===== src/rtl/usb_cdc_stream_fifo.sv =====
// usb_cdc_stream_fifo: OUT/IN FWFT byte FIFOs between usb_cdc and app pins with loopback and unconfigured flush
module usb_cdc_stream_fifo_q #(
  parameter int W = 8,
  parameter int DEPTH = 16
) (
  input  logic                       clk_i,
  input  logic                       rstn_i,
  input  logic                       clr,
  input  logic                       push,
  input  logic [W-1:0]               wdata,
  input  logic                       pop,
  output logic [W-1:0]               rdata,
  output logic                       empty,
  output logic                       full,
  output logic [$clog2(DEPTH):0]     level
);
  localparam int AW = $clog2(DEPTH);
  logic [AW:0] wr_ptr, rd_ptr;
  logic [W-1:0] mem [DEPTH];
  always_ff @(posedge clk_i or negedge rstn_i)
    if (!rstn_i) begin
      wr_ptr <= '0;
      rd_ptr <= '0;
    end else if (clr) begin
      wr_ptr <= '0;
      rd_ptr <= '0;
    end else begin
      if (push) wr_ptr <= wr_ptr + 1'b1;
      if (pop) rd_ptr <= rd_ptr + 1'b1;
    end
  always_ff @(posedge clk_i)
    if (push && !clr) mem[wr_ptr[AW-1:0]] <= wdata;
  assign rdata = mem[rd_ptr[AW-1:0]];
  assign empty = wr_ptr == rd_ptr;
  assign full  = (wr_ptr ^ rd_ptr) == {1'b1, {AW{1'b0}}};
  assign level = wr_ptr - rd_ptr;
endmodule

module usb_cdc_stream_fifo #(
  parameter int DATA_W = 8,
  parameter int OUT_DEPTH = 16,
  parameter int IN_DEPTH = 16
) (
  input  logic                         clk_i,
  input  logic                         rstn_i,
  input  logic                         configured_i,
  input  logic                         loopback_i,
  input  logic [DATA_W-1:0]            cdc_out_data_i,
  input  logic                         cdc_out_valid_i,
  output logic                         cdc_out_ready_o,
  output logic [DATA_W-1:0]            cdc_in_data_o,
  output logic                         cdc_in_valid_o,
  input  logic                         cdc_in_ready_i,
  output logic [DATA_W-1:0]            app_out_data_o,
  output logic                         app_out_valid_o,
  input  logic                         app_out_ready_i,
  input  logic [DATA_W-1:0]            app_in_data_i,
  input  logic                         app_in_valid_i,
  output logic                         app_in_ready_o,
  output logic [$clog2(OUT_DEPTH):0]   out_level_o,
  output logic [$clog2(IN_DEPTH):0]    in_level_o,
  output logic [7:0]                   drop_cnt_o
);
  logic cfg_q, loop_q, lb;
  logic out_empty, out_full, out_push, out_pop;
  logic in_empty, in_full, in_push, in_pop;
  logic [DATA_W-1:0] out_rdata, in_wdata;
  always_ff @(posedge clk_i or negedge rstn_i)
    if (!rstn_i) begin
      cfg_q <= 1'b0;
      loop_q <= 1'b0;
      drop_cnt_o <= '0;
    end else begin
      cfg_q <= configured_i;
      loop_q <= loopback_i;
      if (!cfg_q && configured_i) drop_cnt_o <= '0;
      else if (!cfg_q && app_in_valid_i && drop_cnt_o != 8'hff) drop_cnt_o <= drop_cnt_o + 8'd1;
    end
  // loopback moves each byte in a single handshake, so mode toggles never lose or repeat one
  assign lb = cfg_q & loop_q & !out_empty & !in_full;
  assign cdc_out_ready_o = cfg_q & !out_full;
  assign out_push = cdc_out_valid_i & cdc_out_ready_o;
  assign app_out_valid_o = cfg_q & !loop_q & !out_empty;
  assign app_out_data_o = out_rdata;
  assign out_pop = lb | (app_out_valid_o & app_out_ready_i);
  assign app_in_ready_o = !cfg_q | (!loop_q & !in_full);
  assign in_push = lb | (cfg_q & !loop_q & app_in_valid_i & !in_full);
  assign in_wdata = loop_q ? out_rdata : app_in_data_i;
  assign cdc_in_valid_o = cfg_q & !in_empty;
  assign in_pop = cdc_in_valid_o & cdc_in_ready_i;
  usb_cdc_stream_fifo_q #(.W(DATA_W), .DEPTH(OUT_DEPTH)) u_out (
    .clk_i(clk_i), .rstn_i(rstn_i), .clr(!cfg_q), .push(out_push), .wdata(cdc_out_data_i),
    .pop(out_pop), .rdata(out_rdata), .empty(out_empty), .full(out_full), .level(out_level_o)
  );
  usb_cdc_stream_fifo_q #(.W(DATA_W), .DEPTH(IN_DEPTH)) u_in (
    .clk_i(clk_i), .rstn_i(rstn_i), .clr(!cfg_q), .push(in_push), .wdata(in_wdata),
    .pop(in_pop), .rdata(cdc_in_data_o), .empty(in_empty), .full(in_full), .level(in_level_o)
  );
endmodule


===== config.mk =====
export PLATFORM = sky130hd
export DESIGN_NAME = usb_cdc_stream_fifo
export DESIGN_NICKNAME = d
export VERILOG_FILES = /design/src/rtl/usb_cdc_stream_fifo.sv
export SDC_FILE = /design/constraint.sdc
export NUM_CORES = 1
export LEC_CHECK = 0
export ABC_AREA = 0
export BUFFER_PORTS_ARGS = -buffer_cell sky130_fd_sc_hd__buf_2
export CORE_ASPECT_RATIO = 2
export CORE_MARGIN = 10
export CORE_UTILIZATION = 49
export CTS_CLUSTER_DIAMETER = 80
export DETAILED_ROUTE_END_ITERATION = 7
export PLACE_DENSITY = 0.66
export REMOVE_ABC_BUFFERS = 1
export SLEW_MARGIN = 10
export SYNTH_ARGS = -nofsm -noshare
export SYNTH_HDL_FRONTEND = slang
export SYNTH_SLANG_ARGS = --single-unit

===== constraint.sdc =====
create_clock -name clk_i -period 6.4 [get_ports clk_i]
set_input_delay 0.32 -clock clk_i [delete_from_list [all_inputs] [get_ports clk_i]]
set_output_delay 0.32 -clock clk_i [all_outputs]
set_load 0.05 [all_outputs]

==> impl_metrics.yaml, run 1 <==
die:
  start_util_pct: 49.53
  fp.coreArea_um2: 24320
  die_area_um2: 31640
  die_width_um: 130.9
  die_y_um: 241.7
  io_pins: 62
  placementRows: 81
flow_run:
  maxCapViolations: 0
timing:
  fmax_mhz: 216.3
  hold_violations: 0
  relSlewSlack_pct: 17.87
  rsz0062_at_grt: "false"
  period_share_pct: 72.23
  setup_viol: 0
  skew_ns: 0.02375
  drv_slew: 0
  min_period_ns: 4.623
  worst_pin_slew_ns: 1.223
  tns_ns: 0
worst_setup_path:
  crit_slowest_cell: "dfrtp_1"
  cp_max_fo: 29
  crit_arrival_ns: 4.76
  crit_required_ns: 6.54
  path_cells: "clkinv_1 -> ha_1 -> and4_1 -> and2_1 -> or2_1 -> nor3_1"
  worstSetupEndpointType: "flop"
  start_kind: "flop"
  setup.worst_path.class: "flop to flop"
  crit_path_max_incr_delay_ns: 1.12
yosys:
  async_flop_share_pct: 10.49
  syn_area_per_cell_um2: 16.50
  synth-seq-area-share_pct: 70.05
  synth_edf_count: 256
  ys_ff_latch: 286
  syn_area_um2: 12050
  synth_ff_type: "edfxtp_1"
  synth_cell_types: 52
  synthCells: 730
  ys_warn_count: 0
place:
  dp.cells: 1053
  dpl_cell_area_um2: 12620
  dpl.hpwl_mm: 20.90
  portBuffers: 61
  globalplace.congestion: 0.8404
pwr:
  pwr-share-seq_pct: 44.7
  peakVddDrop_mv: 0.3235
  p_sw_share_pct: 32.56
  power_switching_mw: 1.622
  p_leak_nw: 4.478
  pwr-share-clk_pct: 28.8
  intPower_mw: 3.358
  power_frac_comb_pct: 26.5
  powerDensity_nw_per_um2: 371.1
routing:
  num_vias: 6697
  drtAntennaViolNets: 0
  drtPass1Iterations: 5
  routed_via_density: 6.094
  drc: 0
  drt_wl_total_mm: 29.07
  post_drt_wl_per_cell_um: 26.45
  first_iter_violations: 546
grt:
  grt_pass1_wl_mm: 43.60
  grt_max_degree: 40
  grt_use_total_pct: 18.60
  grt.overflow.total: 0
  grt_pass1_vias: 7195
  antenna_found_initial: 1
clocking:
  cts_htree_levels: 1
  clockRootBuffer: "clkbuf_16"
  clk_pin_slew_ns: 0.07
  cts_buffers: 24
  clkSinkCount: 286
  ctsResizeCount: 0
  clk_latency_ns: 0.54
  clockBufferDepth: 3
  cts_tree: "built"
layout:
  final_cells: 1099
  final_net_count: 837
  nFillCells: 1954
  drive_gt1_share_pct: 21.41
  final_common_cell: "edfxtp_1"
  seq_area_um2: 8441
  fin_area_um2: 13420
  multiInputGateArea_um2: 3364
  final_cell_mix: "256 x edfxtp_1, 61 x buf_2, 58 x nand2_1"
  final_util_pct: 55.17
  syn_to_final_growth_pct: 11.40
run_status:
  outcome: "finished, final reports clean"
hold_path:
  min_path_type: "input pin to flop"
## sequential cells by signal, summed over array words and instances, names as in the netlist
name,count
u_out.rd_ptr,5
cfg_q,1
loop_q,1
u_out.mem,128
u_in.wr_ptr,5
u_in.mem,128
drop_cnt_o,8
u_in.rd_ptr,5
u_out.wr_ptr,5
## power groups by stage
stage / Clock, mW / Combinational, mW / Sequential (mW)
6_report: 1.43 / 1.32 / 2.23
5_1_grt: 1.53 / 1.40 / 2.24
4_1_cts: 1.46 / 1.34 / 2.23
3_3_place_gp: 0 / 1.32 / 2.27
3_5_place_dp: 0 / 1.33 / 2.27
2_1_floorplan: 0 / 0.895 / 2.29
## metal layers
metal	up-vias	share of wire, %	GRT usage [%]	wire (µm)
li1	2996	-	-	-
met1	3414	32	18.33	9331
met2	220	59	35.50	17020
met3	67	4.0	2.366	1156
met4	0	5.4	9.993	1563
met5	-	0	0	0
## synth_stat cells (all sizes together) (19+ instances only)
master | number | area (µm²)
inv | 20 | 75.07
mux4 | 48 | 1081
nand2 | 58 | 217.7
buf | 23 | 160.1
mux2i | 37 | 370.4
ha | 19 | 237.7
nor2 | 34 | 127.6
dfrtp | 30 | 750.7
a21oi | 19 | 95.09
edfxtp | 256 | 7687
o21ai | 29 | 145.1
## final timing paths
check	slack, ns	end	cells after the start	start
worst max-delay path	1.78	u_in.mem[15][3]$_DFFE_PP_	6	u_in.rd_ptr[1]$_DFFE_PN0P_
worst min-delay path	0.18	u_out.mem[11][2]$_DFFE_PP_	1	cdc_out_data_i[2]
worst max register to register	1.78	u_in.mem[15][3]$_DFFE_PP_	6	u_in.rd_ptr[1]$_DFFE_PN0P_
worst min register to register	0.54	drop_cnt_o[7]$_DFFE_PN0P_	1	drop_cnt_o[7]$_DFFE_PN0P_
max in group asynchronous	5.48	u_out.rd_ptr[0]$_DFFE_PN0P_	2	rstn_i
min in group asynchronous	0.39	u_out.rd_ptr[2]$_DFFE_PN0P_	2	rstn_i
## critical path: cells and delay by family, from the launching register on
kind	cells	cell delay (ns)
buffers and inverters	1	0.59
DFF	1	1.12
and+or+nand+nor	4	2.02
adders and majority gates	1	0.47
## stage by stage
stage	hold slack (ns)	total power, mW	setup WS (ns)
after floorplan	0.02441	3.190	2.343
after global placement	0.4110	3.581	2.091
after detailed placement	0.4343	3.601	1.857
after CTS	0.1718	5.026	1.814
after global routing	0.1846	5.172	1.476
final	0.1848	4.980	1.777
## area by class of cell
type                            instances  share of cell area (%)
Multi-Input combinational cell        384                   25.07
Inverter                               23                  0.6433
Tap cell                              290                   2.704
Clock buffer                           28                   4.745
Sequential cell                       286                   62.89
Clock inverter                         14                  0.9230
Antenna cell                            1                 0.01865
Timing Repair Buffer                   73                   3.002
## what timing repair did
item                                   in CTS  in global routing
setup buffers                               0                  0
endpoints found under the hold margin      32                  0
hold buffers                                3                  0
## logic make-up (layout without fill, tap and decap cells)
kind of cell / count (synthesis) / in the layout / synth area share (%)
DFF: 286 / 286 / 70.05
muxes: 85 / 85 / 12.05
other: 0 / 1 / 0
AOI/OAI and AO/OA: 102 / 102 / 5.515
xor gates and xnor gates: 12 / 12 / 0.9348
buffers and inverters: 60 / 138 / 2.482
adders and majority gates: 21 / 21 / 2.306
and+or+nand+nor: 164 / 164 / 6.668
Note: power is estimated with default switching activity, not from simulation.
==> run 2, diff against run 1 <==
- ABC_AREA: 0 -> 1
- PLACE_DENSITY: 0.66 -> 0.68
- clock period: 6.4 -> 4.2 ns (I/O delays scaled with it)
==> run 2 against run 1 <==
Net effect:
- cell count rose by 55%
- design area rose by 7.5%
- core utilization fell by 0.28 points
- critical path type unchanged
- via count rose by 35%
- fmax rose by 34%
- global-route usage rose by 1.3 points
- count of clock-buffer cells in the layout rose by 1
- largest cell class unchanged
- critical path depth rose by 3
==> impl_metrics.yaml, run 2 <==
run_status:
  outcome: "finished, final reports clean"
worst_setup_path:
  r2r_cells: 9
  crit_path_max_incr_delay_ns: 0.66
  worstSetupEndpointType: "flop"
  crit_slowest_cell: "dfrtp_1"
  start_kind: "flop"
  setup.worst_path.class: "flop to flop"
  path_cells: "clkinv_1 -> ha_1 -> nand2_1 -> nor2_1 -> nand2_1 -> nand3b_4 -> nand2_2 -> nand2_1 -> nor2_1"
  crit_arrival_ns: 3.62
  cp_max_fo: 14
  cpMostUsedCell: "nand2_1"
  crit_required_ns: 4.37
layout:
  multiInputGateArea_um2: 3746
  final_net_count: 1386
  final_cell_mix: "348 x nand2_1, 256 x edfxtp_1, 147 x nor2_1"
  syn_to_final_growth_pct: 10.45
  drive_gt1_share_pct: 9.801
  antenna_cells: 0
  seq_area_um2: 8441
  final_common_cell: "nand2_1"
  nFillCells: 2337
pwr:
  powerDensity_nw_per_um2: 513.0
  power.total_mw: 7.399
  power_switching_mw: 2.483
  pwr-share-clk_pct: 30.4
  power_frac_comb_pct: 25.7
  p_sw_share_pct: 33.56
  pwr-share-seq_pct: 43.9
  p_leak_nw: 6.026
  peakVddDrop_mv: 0.3890
  intPower_mw: 4.916
timing:
  rsz0062_at_grt: "false"
  period_share_pct: 82.14
  setup_viol: 0
  worst_slack_ns: 0.7501
  relSlewSlack_pct: 44.88
  fmax_mhz: 289.9
  skew_ns: 0.01339
  drv_slew: 0
  hold_violations: 0
  min_period_ns: 3.450
  tns_ns: 0
  worst_pin_slew_ns: 0.8249
grt:
  grt_max_degree: 58
  grt_use_total_pct: 19.91
  grt_pass1_wl_mm: 51.28
  antenna_found_initial: 0
  grt.overflow.total: 0
  grt_pass1_vias: 9219
yosys:
  netlist_top_cells_count: "348 x nand2_1, 256 x edfxtp_1, 147 x nor2_1"
  synthCells: 1292
  ys_warn_count: 0
  yosysTopAreaCell: "edfxtp_1"
  ys_ff_latch: 286
  async_flop_share_pct: 10.49
  synth-seq-area-share_pct: 64.62
  synth_area_leaders: "edfxtp_1 59%, nand2_1 10%, dfrtp_1 5.7%, nand3_1 4.7%, nor2_1 4.2%"
  synth_edf_count: 256
  synth_cell_types: 37
  syn_area_per_cell_um2: 10.11
  syn_area_um2: 13060
  yosysMostFrequentCell: "nand2_1"
  synth_ff_type: "edfxtp_1"
  synth_top_area_share_pct: 58.87
clocking:
  clockBufferDepth: 3
  cts_htree_levels: 1
  clk_pin_slew_ns: 0.07
  cts_buffers: 24
  clockRootBuffer: "clkbuf_16"
  post-cts-setup-buffers: 0
  clkSinkCount: 286
  clk_latency_ns: 0.54
  cts_tree: "built"
routing:
  drt_wl_total_mm: 34.33
  drc: 0
  drtPass1Iterations: 8
  num_vias: 9024
  routed_via_density: 5.305
  first_iter_violations: 826
  drtAntennaViolNets: 0
  post_drt_wl_per_cell_um: 20.18
die:
  die_width_um: 135.4
  die_y_um: 250.9
  placementRows: 84
  io_pins: 62
  fp.coreArea_um2: 26280
  start_util_pct: 49.70
  die_area_um2: 33980
place:
  dpl.hpwl_mm: 24.87
  dp_slack_ns: 0.7350
  portBuffers: 61
  globalplace.congestion: 0.9114
flow_run:
  maxCapViolations: 0
hold_path:
  min_path_type: "input pin to flop"
  worstHoldPathCells: 5
## run 2: cell types whose count changed in the layout (fill, tap and decap cells not counted), sizes merged, moves of 10 or more
cell	delta
and3	-10
mux2i	-37
a31oi	-16
nand2	+295
a221oi	-16
o21ai	+51
inv	+131
mux4	-48
a21oi	-12
xor2	+13
nand3	+120
nor2	+115
nor3	-14
## run 2: worst paths after layout
kind	start	slack, ns	end
max in group asynchronous	rstn_i	3.43	u_out.rd_ptr[0]$_DFFE_PN0P_
max	u_out.rd_ptr[2]$_DFFE_PN0P_	0.75	u_in.mem[11][3]$_DFFE_PP_
min reg2reg	drop_cnt_o[1]$_DFFE_PN0P_	0.54	drop_cnt_o[1]$_DFFE_PN0P_
max reg2reg	u_out.rd_ptr[2]$_DFFE_PN0P_	0.75	u_in.mem[11][3]$_DFFE_PP_
min	app_in_valid_i	0.09	drop_cnt_o[1]$_DFFE_PN0P_
min in group asynchronous	rstn_i	0.25	u_in.rd_ptr[4]$_DFFE_PN0P_
## run 2: through the flow
stage / instances / util, % / hold WS, ns / cell area [µm²]
final: 1701 / 54.90 / 0.09288 / 14420
after global routing: 1701 / 54.90 / 0.1154 / 14420
after CTS: 1701 / 54.90 / 0.08742 / 14420
after detailed placement: 1655 / 51.75 / 0.2954 / 13600
after global placement: 1655 / 51.75 / 0.3000 / 13600
after floorplan: 1238 / - / -0.08559 / 12770
## run 2: cell families (layout without fill, tap and decap cells)
logic type	after synthesis	after routing	share of synthesized area, %
xor+xnor	23	23	1.600
compound gates	101	101	4.149
buf+inv	210	275	6.697
simple gates	651	651	20.81
fa+ha+maj	21	21	2.127
flops	286	286	64.62
## run 2: cell type report
type | instances | area share, %
clock inverters | 13 | 1.006
flip-flops and latches | 286 | 58.52
well taps | 344 | 2.984
multi-input cells | 796 | 25.97
inverters | 156 | 4.060
clock buffers | 29 | 4.441
repair buffers | 77 | 3.019
## run 2: layer usage
metal,track usage [%],up-vias,share of wire (%)
li1,-,4337,-
met1,18.14,4367,33
met2,40.42,232,58
met3,2.038,88,3.3
met4,10.66,0,5.3
met5,0,-,0
## run 2: worst max-delay path: cells and delay by family, from the launching register on
family	cells	cell delay, ns
adders and majority gates	1	0.47
DFF	1	0.66
and+or+nand+nor	7	1.53
buffers and inverters	1	0.42
## run 2: repair_timing
action,4_1_cts,5_1_grt
hold buffers,4,0
hold endpoints to repair,33,0
gates resized for setup,0,0
## run 2: power groups by stage
| stage | Clock [mW] | Sequential [mW] | Combinational [mW] |
|---|---|---|---|
| detailed placement | 0 | 3.31 | 1.90 |
| floorplan | 0 | 3.39 | 1.17 |
| finish | 2.25 | 3.25 | 1.90 |
| CTS | 2.28 | 3.25 | 1.91 |
| global route | 2.39 | 3.26 | 2.05 |
| global placement | 0 | 3.31 | 1.88 |
==> run 3, diff against run 2 <==
- PLACE_DENSITY: 0.68 -> 0.66
- clock period: 4.2 -> 3.55 ns (I/O delays scaled with it)
==> run 3 against run 2 <==
Net effect:
- sequential power grew 18%
- die area is the same
- critical path depth is the same
- first-iteration DRC count shrank 20%
- count of clock-buffer cells in the layout grew 2
==> impl_metrics.yaml, run 3 (synthesis gave the netlist of run 2 again) <==
die:
  placementRows: 84
  die_area_um2: 33980
  die_y_um: 250.9
  die_width_um: 135.4
  fp.coreArea_um2: 26280
  start_util_pct: 49.70
  io_pins: 62
routing:
  first_iter_violations: 659
  post_drt_wl_per_cell_um: 20.05
  drc: 0
  num_vias: 8955
  routed_via_density: 5.252
  drtPass1Iterations: 5
  drtAntennaViolNets: 0
  drt_wl_total_mm: 34.18
layout:
  antenna_cells: 0
  nFillCells: 2363
  final_util_pct: 54.96
  syn_to_final_growth_pct: 10.58
  final_common_cell: "nand2_1"
  drive_gt1_share_pct: 10.07
  fin_area_um2: 14440
  final_cell_mix: "348 x nand2_1, 256 x edfxtp_1, 147 x nor2_1"
  final_cells: 1705
  final_net_count: 1388
timing:
  period_share_pct: 88.04
  min_period_ns: 3.125
  fmax_mhz: 320.0
  setup_viol: 0
  hold_violations: 0
  hold_ws_ns: 0.04962
  worst_slack_ns: 0.4247
  worst_pin_slew_ns: 0.8072
  rsz0062_at_grt: "false"
  relSlewSlack_pct: 46.06
  skew_ns: 0.01634
  drv_slew: 0
worst_setup_path:
  cp_top_family: "buffers and inverters"
  path_cells: "buf_4 -> inv_2 -> buf_4 -> o21ai_0 -> o21ai_0 -> nand2_1 -> nand3_1 -> and2_1 -> buf_2"
  crit_arrival_ns: 2.95
  crit_path_max_incr_delay_ns: 0.51
  crit_buf_inv: 4
  start_kind: "flop"
  crit_required_ns: 3.37
  crit_slowest_cell: "o21ai_0"
  setup.worst_path.class: "flop to output port"
  worstSetupEndpointType: "output port"
  cp_max_fo: 49
pwr:
  pwr-share-clk_pct: 29.9
  power_switching_mw: 2.929
  p_leak_nw: 6.030
  p_sw_share_pct: 33.77
  intPower_mw: 5.744
  power_frac_comb_pct: 25.9
  pwr-share-seq_pct: 44.2
  peakVddDrop_mv: 0.5304
  powerDensity_nw_per_um2: 600.6
grt:
  grt.overflow.total: 0
  top_usage_layer: "met2"
  grt_util_met1_pct: 18.54
  grt_util_met2_pct: 40.06
  grt_pass1_wl_mm: 51.23
  grt_util_met3_pct: 2.617
  grt_use_total_pct: 19.95
  grt_max_degree: 63
  grt_pass1_vias: 9090
  antenna_found_initial: 0
place:
  dp.cells: 1657
  dp_slack_ns: 0.6188
  portBuffers: 61
  dpl_cell_area_um2: 13630
  globalplace.congestion: 0.9447
  dpl.hpwl_mm: 24.49
clocking:
  clkSinkCount: 286
  post-cts-setup-buffers: 0
  cts_tree: "built"
  clockBufferDepth: 3
  clk_latency_ns: 0.54
  cts_buffers: 24
  clk_pin_slew_ns: 0.07
  cts_htree_levels: 1
  clockRootBuffer: "clkbuf_16"
hold_path:
  min_path_type: "input pin to flop"
flow_run:
  maxCapViolations: 0
run_status:
  outcome: "finished, final reports clean"
run 3: per-stage QoR:
step	TNS (ns)	power, mW
2_1_floorplan	-2.802	5.394
3_3_place_gp	0	6.155
3_5_place_dp	0	6.166
4_1_cts	0	8.726
5_1_grt	0	9.039
6_report	0	8.673
run 3: power groups by stage:
stage | combinational [mW] | clock [mW] | sequential, mW
6_report | 2.25 | 2.59 | 3.83
5_1_grt | 2.45 | 2.75 | 3.84
2_1_floorplan | 1.38 | 0 | 4.01
3_3_place_gp | 2.25 | 0 | 3.90
3_5_place_dp | 2.26 | 0 | 3.91
4_1_cts | 2.27 | 2.62 | 3.83
run 3: path summary, 6_finish.rpt:
check                                            from                     endpoint  slack, ns  cells after the start
hold / removal                        cdc_out_valid_i  u_out.wr_ptr[4]$_DFFE_PN0P_       0.05                      4
setup reg to reg           u_in.rd_ptr[3]$_DFFE_PN0P_     u_in.mem[3][3]$_DFFE_PP_       0.54                      9
setup / recovery           u_in.rd_ptr[1]$_DFFE_PN0P_             cdc_in_data_o[0]       0.42                      9
min in group asynchronous                      rstn_i    drop_cnt_o[7]$_DFFE_PN0P_       0.25                      2
hold reg to reg             drop_cnt_o[1]$_DFFE_PN0P_    drop_cnt_o[1]$_DFFE_PN0P_       0.54                      2
max in group asynchronous                      rstn_i  u_out.rd_ptr[0]$_DFFE_PN0P_       2.77                      2
run 3: final cells by class:
class / count / area, µm² / area share (%)
timing repair buffer: 79 / 462.9 / 3.206
sequential: 286 / 8441 / 58.45
multi-input combinational: 796 / 3746 / 25.94
tap: 344 / 430.4 / 2.981
clock inverter: 13 / 106.4 / 0.7365
inverter: 156 / 585.6 / 4.055
clock buffer: 31 / 668.1 / 4.627
run 3: tightest hold or removal path, delay by kind of cell:
family / cells / cell delay [ns]
simple gates: 3 / 0.29
buf+inv: 1 / 0.09
run 3: routing by layer:
layer,vias up,share of wire (%)
met3,92,4.7
met4,0,4.7
met5,-,0
met2,243,58
li1,4343,-
met1,4277,33
run 3: timing repair:
item                                   in CTS  in global routing
hold buffers                                4                  0
endpoints found under the hold margin      33                  0
resized for setup                           0                  0
